<file path="src/rtl/ym_clk_phase_gen_pkg.sv">
// Shared timing constants, width helpers, sync-tracking state type and the
// parameter legality check for the two-phase clock generator.
package ym_timing_pkg;

    localparam int YM_DIV      = 6;
    localparam int YM_C1_HI    = 2;
    localparam int YM_C2_START = 3;
    localparam int YM_C2_HI    = 2;
    localparam int YM_SLOTS    = 24;

    localparam int PRESC_W = $clog2(YM_DIV);
    localparam int SLOT_W  = $clog2(YM_SLOTS);

    // ST_RESET marks "no edge seen since reset": the next edge aligns the
    // prescaler to 0 the same way a resync does, so it is not a slot wrap.
    typedef enum logic [1:0] {
        ST_RESET  = 2'd0,
        ST_ALIGN  = 2'd1,
        ST_RUN    = 2'd2,
        ST_LOCKED = 2'd3
    } sync_state_e;

    function automatic bit phase_params_legal(int div, int c1_hi, int c2_start,
                                              int c2_hi, int slots);
        return (div >= 4) && (div <= 16) && (c1_hi >= 1) &&
               (c2_start >= c1_hi + 1) && (c2_hi >= 1) &&
               (c2_start + c2_hi <= div - 1) && (slots >= 2);
    endfunction

endpackage

</file>
<file path="src/rtl/ym_clk_phase_gen_if.sv">
// Timing bus between the phase generator and the cells it drives:
// resync request in, phase enables and slot position out.
interface ym_clk_phase_gen_if import ym_timing_pkg::*; #(
    parameter int PW = PRESC_W,
    parameter int SW = SLOT_W
);
    logic          ic_sync;
    logic          c1;
    logic          c2;
    logic [PW-1:0] presc;
    logic [SW-1:0] slot;
    logic          slot_strobe;
    logic          frame_start;
    logic          locked;

    modport master (
        input  ic_sync,
        output c1, c2, presc, slot, slot_strobe, frame_start, locked
    );

    modport slave (
        output ic_sync,
        input  c1, c2, presc, slot, slot_strobe, frame_start, locked
    );
endinterface

</file>
<file path="src/rtl/ym_phase_div.sv">
// MCLK prescaler with registered c1/c2 decode taken from the next count,
// so the phase levels change on the same edge as presc.
module ym_phase_div import ym_timing_pkg::*; #(
    parameter int DIV      = YM_DIV,
    parameter int C1_HI    = YM_C1_HI,
    parameter int C2_START = YM_C2_START,
    parameter int C2_HI    = YM_C2_HI,
    parameter int PW       = $clog2(DIV)
) (
    input  logic          MCLK,
    input  logic          reset,
    input  logic          sync,
    output logic [PW-1:0] presc,
    output logic          c1,
    output logic          c2,
    output logic          wrap_out
);
    localparam logic [PW-1:0] PRESC_MAX = PW'(DIV - 1);
    localparam logic [PW-1:0] C1_END    = PW'(C1_HI);
    localparam logic [PW-1:0] C2_FIRST  = PW'(C2_START);
    localparam logic [PW-1:0] C2_END    = PW'(C2_START + C2_HI);

    logic [PW-1:0] presc_next;

    always_comb begin
        // NOTE: default assignment first keeps this block latch-free.
        presc_next = presc + 1'b1;
        if (sync || (presc == PRESC_MAX)) begin
            presc_next = '0;
        end
    end

    // A resync overrides the natural wrap; it must not count as one.
    assign wrap_out = !sync && (presc == PRESC_MAX);

    always_ff @(posedge MCLK or negedge reset) begin
        if (!reset) begin
            presc <= PRESC_MAX;
            c1    <= 1'b0;
            c2    <= 1'b0;
        end else begin
            // NOTE: non-blocking so each register samples pre-edge values.
            presc <= presc_next;
            c1    <= (presc_next < C1_END);
            c2    <= (presc_next >= C2_FIRST) && (presc_next < C2_END);
        end
    end

endmodule

</file>
<file path="src/rtl/ym_clk_phase_gen.sv">
// Two-phase clock generator top: prescaler/phase decode plus slot counter,
// first-wrap suppression, frame lock tracking and slot/frame strobes.
module ym_clk_phase_gen import ym_timing_pkg::*; #(
    parameter int DIV      = YM_DIV,
    parameter int C1_HI    = YM_C1_HI,
    parameter int C2_START = YM_C2_START,
    parameter int C2_HI    = YM_C2_HI,
    parameter int SLOTS    = YM_SLOTS
) (
    input  logic                MCLK,
    input  logic                reset,
    ym_clk_phase_gen_if.master  bus
);
    localparam int PW = $clog2(DIV);
    localparam int SW = $clog2(SLOTS);
    localparam logic [SW-1:0] SLOT_MAX = SW'(SLOTS - 1);

    generate
        if (!phase_params_legal(DIV, C1_HI, C2_START, C2_HI, SLOTS)) begin : g_illegal
            $error("ym_clk_phase_gen: illegal DIV/C1_HI/C2_START/C2_HI/SLOTS combination");
        end
    endgenerate

    logic [PW-1:0] presc;
    logic          c1;
    logic          c2;
    logic          wrap;

    ym_phase_div #(
        .DIV      (DIV),
        .C1_HI    (C1_HI),
        .C2_START (C2_START),
        .C2_HI    (C2_HI),
        .PW       (PW)
    ) u_phase_div (
        .MCLK     (MCLK),
        .reset    (reset),
        .sync     (bus.ic_sync),
        .presc    (presc),
        .c1       (c1),
        .c2       (c2),
        .wrap_out (wrap)
    );

    sync_state_e   state;
    sync_state_e   state_next;
    logic [SW-1:0] slot;
    logic          slot_strobe;
    logic          frame_start;
    logic          advance;
    logic          frame_wrap;
    logic          locked;

    always_ff @(posedge MCLK or negedge reset) begin
        if (!reset) begin
            state <= ST_RESET;
        end else begin
            state <= state_next;
        end
    end

    always_comb begin
        state_next = state;
        if (bus.ic_sync) begin
            state_next = ST_ALIGN;
        end else begin
            unique case (state)
                ST_RESET:  state_next = ST_ALIGN;
                ST_ALIGN:  if (wrap) state_next = ST_RUN;
                ST_RUN:    if (wrap && (slot == SLOT_MAX)) state_next = ST_LOCKED;
                ST_LOCKED: state_next = ST_LOCKED;
                default:   state_next = ST_RESET;
            endcase
        end
    end

    // Only wraps after the first one since alignment move the slot.
    always_comb begin
        advance    = wrap && ((state == ST_RUN) || (state == ST_LOCKED));
        frame_wrap = advance && (slot == SLOT_MAX);
        locked     = (state == ST_LOCKED);
    end

    always_ff @(posedge MCLK or negedge reset) begin
        if (!reset) begin
            slot        <= '0;
            slot_strobe <= 1'b0;
            frame_start <= 1'b0;
        end else begin
            slot_strobe <= advance;
            frame_start <= frame_wrap;
            if (bus.ic_sync) begin
                slot <= '0;
            end else if (advance) begin
                slot <= frame_wrap ? '0 : slot + 1'b1;
            end
        end
    end

    assign bus.c1          = c1;
    assign bus.c2          = c2;
    assign bus.presc       = presc;
    assign bus.slot        = slot;
    assign bus.slot_strobe = slot_strobe;
    assign bus.frame_start = frame_start;
    assign bus.locked      = locked;

endmodule

</file>
<file path="src/flat_wrapper.sv">
// flat-port wrapper written by rule: the top's interface ports become plain ports
module ym_clk_phase_gen_flat import ym_timing_pkg::*;
#(
    parameter int DIV      = YM_DIV,
    parameter int C1_HI    = YM_C1_HI,
    parameter int C2_START = YM_C2_START,
    parameter int C2_HI    = YM_C2_HI,
    parameter int SLOTS    = YM_SLOTS
)
  (MCLK, reset, bus_ic_sync, bus_c1, bus_c2, bus_presc, bus_slot, bus_slot_strobe, bus_frame_start, bus_locked);
  ym_clk_phase_gen_if #(.PW(3), .SW(5)) bus_i ();
  input  logic MCLK;
  input  logic reset;
  input wire logic [$bits(bus_i.ic_sync)-1:0] bus_ic_sync;
  output wire logic [$bits(bus_i.c1)-1:0] bus_c1;
  output wire logic [$bits(bus_i.c2)-1:0] bus_c2;
  output wire logic [$bits(bus_i.presc)-1:0] bus_presc;
  output wire logic [$bits(bus_i.slot)-1:0] bus_slot;
  output wire logic [$bits(bus_i.slot_strobe)-1:0] bus_slot_strobe;
  output wire logic [$bits(bus_i.frame_start)-1:0] bus_frame_start;
  output wire logic [$bits(bus_i.locked)-1:0] bus_locked;
  assign bus_i.ic_sync = bus_ic_sync;
  assign bus_c1 = bus_i.c1;
  assign bus_c2 = bus_i.c2;
  assign bus_presc = bus_i.presc;
  assign bus_slot = bus_i.slot;
  assign bus_slot_strobe = bus_i.slot_strobe;
  assign bus_frame_start = bus_i.frame_start;
  assign bus_locked = bus_i.locked;
  ym_clk_phase_gen #(.DIV(DIV), .C1_HI(C1_HI), .C2_START(C2_START), .C2_HI(C2_HI), .SLOTS(SLOTS)) u_core (.MCLK(MCLK), .reset(reset), .bus(bus_i));
endmodule
</file>
<file path="config.mk">
export PLATFORM = sky130hd
export DESIGN_NAME = ym_clk_phase_gen_flat
export DESIGN_NICKNAME = d
export VERILOG_FILES = /design/src/rtl/ym_clk_phase_gen_pkg.sv /design/src/rtl/ym_clk_phase_gen_if.sv /design/src/rtl/ym_phase_div.sv /design/src/rtl/ym_clk_phase_gen.sv /design/src/flat_wrapper.sv
export SDC_FILE = /design/constraint.sdc
export NUM_CORES = 1
export LEC_CHECK = 0
export ABC_AREA = 1
export CAP_MARGIN = 10
export CORE_UTILIZATION = 30
export CTS_BUF_LIST = sky130_fd_sc_hd__clkbuf_2 sky130_fd_sc_hd__clkbuf_4 sky130_fd_sc_hd__clkbuf_8
export DETAILED_ROUTE_END_ITERATION = 10
export PLACE_DENSITY_LB_ADDON = 0.15
export REMOVE_ABC_BUFFERS = 1
export SYNTH_ARGS = -nofsm -noshare
export SYNTH_HDL_FRONTEND = slang
export SYNTH_SLANG_ARGS = --single-unit
</file>
<file path="constraint.sdc">
create_clock -name MCLK -period 1.55 [get_ports MCLK]
set_input_delay 0.155 -clock MCLK [delete_from_list [all_inputs] [get_ports MCLK]]
set_output_delay 0.155 -clock MCLK [all_outputs]
set_load 0.01 [all_outputs]
</file>
# After elaboration in Yosys (flattened, before gate mapping)
# Index checks and enable logic that the tools add are counted.
# word_totals
ff_bits	14
inputBits	3
# classes
addsub	2
magnitude_cmp	3
n_eq_ne	7
muxes	8
reduce_logical	11
# ops
cell	n
$mux 5	3
$pmux 2 s4	1
$mux 2	3
$ne 3x2->1 const B	2
$add 5x1->5 const B	1
$eq 5x5->1 const B	1
$logic_and 1x1->1	5
$eq 2x2->1 const B	2
$add 3x1->3 const B	1
$eq 3x3->1 const B	1
$ge 3x2->1 const B	1
$lt 3x2->1 const B	1
$lt 3x3->1 const B	1
$mux 3	1
$eq 2x1->1 const B	1
$logic_not 2->1	1
$logic_or 1x1->1	2
$reduce_and 2->1	1
$reduce_bool 2->1	1
$logic_not 1->1	1

# Depth between registers and ports, before layout
# logic_depth
depth_word	7
depth_mapped	8

# Modules after synthesis
# From an unflattened synthesis, not the netlist that was laid out.
# hier_totals
cells_unflattened	91
hier_area_um2	716.9
# by_module_without_submodules
mod	n_inst	cells_per_inst	area_each_um2
ym_clk_phase_gen	1	60	456.7
ym_phase_div	1	31	260.2

# Least setup slack after synthesis
# No wires, ideal clock.
# synth_path
kind	reg-to-reg
from	register u_core.u_phase_div.presc[0]
to	register u_core.slot[0] (netlist: u_core.bus.slot[0])
setup_time_ns	0.125
t_arrival_ns	1.182
required_ns	1.425
setup_slack_ns	0.243
stages_incl_launch_ff	7
path_buffers	0
synth_period_minus_slack_ns	1.307
path_cell_list	dfstp_2 -> ha_1 -> nand2_2 -> nor2_4 -> nor2_2 -> nand2_1 -> o21ai_2
# synth_between
elab_chain_cells	7
# synth_rtl
item	line	source
from (decl)	ym_phase_div.sv:13	output logic [PW-1:0] presc,
from (signal assigned)	ym_phase_div.sv:43	presc <= presc_next;
$eq 3x3->1 (*)	ym_phase_div.sv:34	assign wrap_out = !sync && (presc == PRESC_MAX);
$logic_and 1x1->1 (*)	ym_phase_div.sv:34	
$logic_and 1x1->1 (*)	ym_clk_phase_gen.sv:79	advance = wrap && ((state == ST_RUN) || (state == ST_LOCKED));
via u_core.advance	ym_clk_phase_gen.sv:50	logic advance;
$logic_and 1x1->1	ym_clk_phase_gen.sv:80	frame_wrap = advance && (slot == SLOT_MAX);
$mux 5	ym_clk_phase_gen.sv:95	slot <= frame_wrap ? '0 : slot + 1'b1;
$mux 5	ym_clk_phase_gen.sv:94	end else if (advance) begin
$mux 5	ym_clk_phase_gen.sv:92	if (bus.ic_sync) begin
to (signal assigned)	ym_clk_phase_gen.sv:95	
to (decl)	ym_clk_phase_gen.sv:47	logic [SW-1:0] slot;
# The timed path passes the listed nets; every way through them passes the cells marked *. The select of a mux whose other input is x is not followed.
# A chain may end at the register's enable or synchronous reset.

# Final worst setup path
# layout_path
from	register u_core.slot[2] (netlist: u_core.bus.slot[2])
to	output port bus_slot[2]
# layout_rtl
item	line	source
to (decl)	flat_wrapper.sv:18	output wire logic [$bits(bus_i.slot)-1:0] bus_slot;
# No word-level cell between the ends.

==> flow_metrics.env <==
export IMPL_drt_iter0_markers=10
export IMPL_r2r_slack_ns=0.18
export IMPL_regArea_um2=354
export IMPL_synthDistinctLibCells=15
export IMPL_hold_viol=0
export IMPL_clockBufferDepth=2
export IMPL_ys_seq_area_share_pct=51.0
export IMPL_final_layout_size_suffix_gt1_share_pct=13.9
export IMPL_grt_overflow_total=0
export IMPL_avgViaCountPerCell=4.33
export IMPL_final_util_pct=42.3
export IMPL_ys_ff_latch=14
export IMPL_n_antenna_cell=0
export IMPL_grt_pass1_wl_mm=2.40
export IMPL_n_fill_cell=234
export IMPL_num_io_pins=16
export IMPL_clock_sinks=14
export IMPL_die_width_um=50.0
export IMPL_area_growth_pct=34.0
export IMPL_p_leak_nw=0.477
export IMPL_finalNonFillerCells=136
export IMPL_dr_pass1_iters=4
export IMPL_finClkSkew_ns=0.00247
export IMPL_place_gp_congestion=0.744
export IMPL_dp_hpwl_mm=1.02
export IMPL_worst_ep_arrival_time_ns=1.30
export IMPL_tns_ns=0
export IMPL_dp_cells=131
export IMPL_grt_max_degree=15
export IMPL_numCtsBuffers=3
export IMPL_synth_avg_cell_area_um2=7.95
export IMPL_cap_violations=0
export IMPL_status="finished clean"
export IMPL_fmax_mhz=686
export IMPL_antenna_found_initial=0
export IMPL_initial_utilization_pct=31.6
export IMPL_cp_depth=1
export IMPL_rows=17
export IMPL_worst_pin_slew_ns=0.238
export IMPL_track_usage_pct=13.1
export IMPL_clk_latency_ns=0.28
export IMPL_worstReg2RegStart="u_core.u_phase_div.presc[0]"
export IMPL_slowest_stage="clkdlybuf4s50_1"
export IMPL_cp_top_family="buffers and inverters"
export IMPL_end_kind="output port"
export IMPL_cts_tree="built"
export IMPL_die_area_mm2=0.00250
export IMPL_multi_input_area_um2=283
export IMPL_drt_wirelength_per_cell_um=10.1
export IMPL_worstSetupStartpointType="register"
export IMPL_die_h_um=50.0
export IMPL_vias=589
export IMPL_htree_levels=1
export IMPL_postRouteAntennaNets=0
export IMPL_worst_path_buf_inv=1
export IMPL_syn_cell_area_um2=692
export IMPL_rsz0062_at_grt="no"
export IMPL_min_delay_path_class="in -> async"
export IMPL_finalNetCount=115
export IMPL_crit_type="reg -> out"
export IMPL_yosysWarnings=0
export IMPL_crit_fanout=6
export IMPL_rr_endpoint="u_core.bus.slot[0]"
export IMPL_drcViolationCount=0
export IMPL_portBuffers=15
export IMPL_finalCritPeriodShare_pct=94.0
export IMPL_drv_slew=0
export IMPL_grt_pass1_vias=558
export IMPL_cts_root_buf="clkbuf_4"
export IMPL_drt_wl_total_mm=1.38
export IMPL_irDropWorstVdd_mv=0.363
export IMPL_path_clk_slew_ns=0.09
export IMPL_maxSlewHeadroom_pct=84.1
export IMPL_critPathMaxStageDelay_ns=0.57
export IMPL_power_density_mw_per_mm2=820
export IMPL_worstPathRequired_ns=1.39
export IMPL_worstRegToRegCells=6
export IMPL_crit_path_cell_trace="clkdlybuf4s50_1"
export IMPL_syn_inst=87
export IMPL_period_needed_ns=1.46
export IMPL_setup_viol=0
export IMPL_core_area_mm2=0.00219
Yosys cell counts:
cell	n	area share, %
dfstp_2	2	7.6
nand2_2	1	0.90
nand2_4	1	1.6
a21oi_1	3	2.2
nand3_1	4	2.9
o21ai_2	1	1.3
nor2_2	1	0.90
inv_1	14	7.6
ha_1	3	5.4
nand4_1	2	1.8
nand2_1	29	16
nor2_4	1	1.6
dfrtp_1	12	43
inv_2	1	0.54
nor2_1	12	6.5
through the flow:
stage / hold WS, ns / total power [W] / setup slack [ns] / area (um^2)
2_1_floorplan: -0.141 / 0.000447 / 0.243 / 692
3_3_place_gp: 0.488 / 0.000501 / 0.131 / 885
3_5_place_dp: 0.485 / 0.000504 / 0.150 / 885
4_1_cts: 0.182 / 0.000769 / 0.0390 / 918
5_1_grt: 0.185 / 0.000809 / 0.0189 / 927
6_report: 0.177 / 0.000761 / 0.0927 / 927
layer usage:
metal	track usage, %	wire (um)	vias to the layer above
li1	-	-	304
met1	16.9	668	266
met2	19.6	628	14
met3	3.70	47	5
met4	7.14	31	0
met5	0	0	-
cell families after synthesis:
group                    count (synthesis)  share of synthesized area [%]
flip-flops                              14                           51.0
AND/OR/NAND/NOR                         51                           32.0
buffers and inverters                   15                           8.14
adder cells (fa/ha/maj)                  3                           5.43
AO/OA/AOI/OAI                            4                           3.44
how the worst max path moves through the flow:
stage                                     start            endpoint
floorplan           u_core.u_phase_div.presc[0]  u_core.bus.slot[0]
global route                    u_core.state[0]          bus_locked
detailed placement                  bus_ic_sync  u_core.bus.slot[0]
finish                       u_core.bus.slot[2]         bus_slot[2]
global placement                    bus_ic_sync  u_core.bus.slot[0]
CTS                             u_core.state[1]          bus_locked
cell usage in the layout, fill, tap and decap left out, drive strengths merged:
cell	synthesis	final
dfrtp	12	12
ha	3	3
clkdlybuf4s50	0	13
dlygate4sd2	0	2
nor2	14	14
nand2	31	31
o21ai	1	1
a21oi	3	3
nand3	4	4
nand4	2	2
buf	0	2
clkbuf	0	4
inv	15	15
dfstp	2	2
power breakdown:
| group | internal [W] | total, W | switching [W] |
|---|---|---|---|
| Sequential | 0.000384 | 0.000395 | 0.0000107 |
| Combinational | 0.0000463 | 0.0000967 | 0.0000504 |
| Clock | 0.000143 | 0.000269 | 0.000126 |
sequential cells by signal, summed over array words and instances (netlist names):
register,flops
u_core.u_phase_div.c1,1
u_core.bus.slot,5
u_core.bus.slot_strobe,1
u_core.u_phase_div.c2,1
u_core.bus.frame_start,1
u_core.state,2
u_core.u_phase_div.presc,3
layout make-up:
class	instances	share of cell area, %
Clock buffer	4	3.91
Inverter	15	6.07
Multi-Input combinational cell	58	30.5
Sequential cell	14	38.2
Tap cell	28	3.78
Timing Repair Buffer	17	17.5
timing repair:
action,in CTS,in global routing
gates resized for setup,2,1
setup endpoints to repair,2,2
hold buffers,0,0
setup buffers,0,1
gates cloned,0,0
No activity file was read; power rests on OpenSTA's default activity.
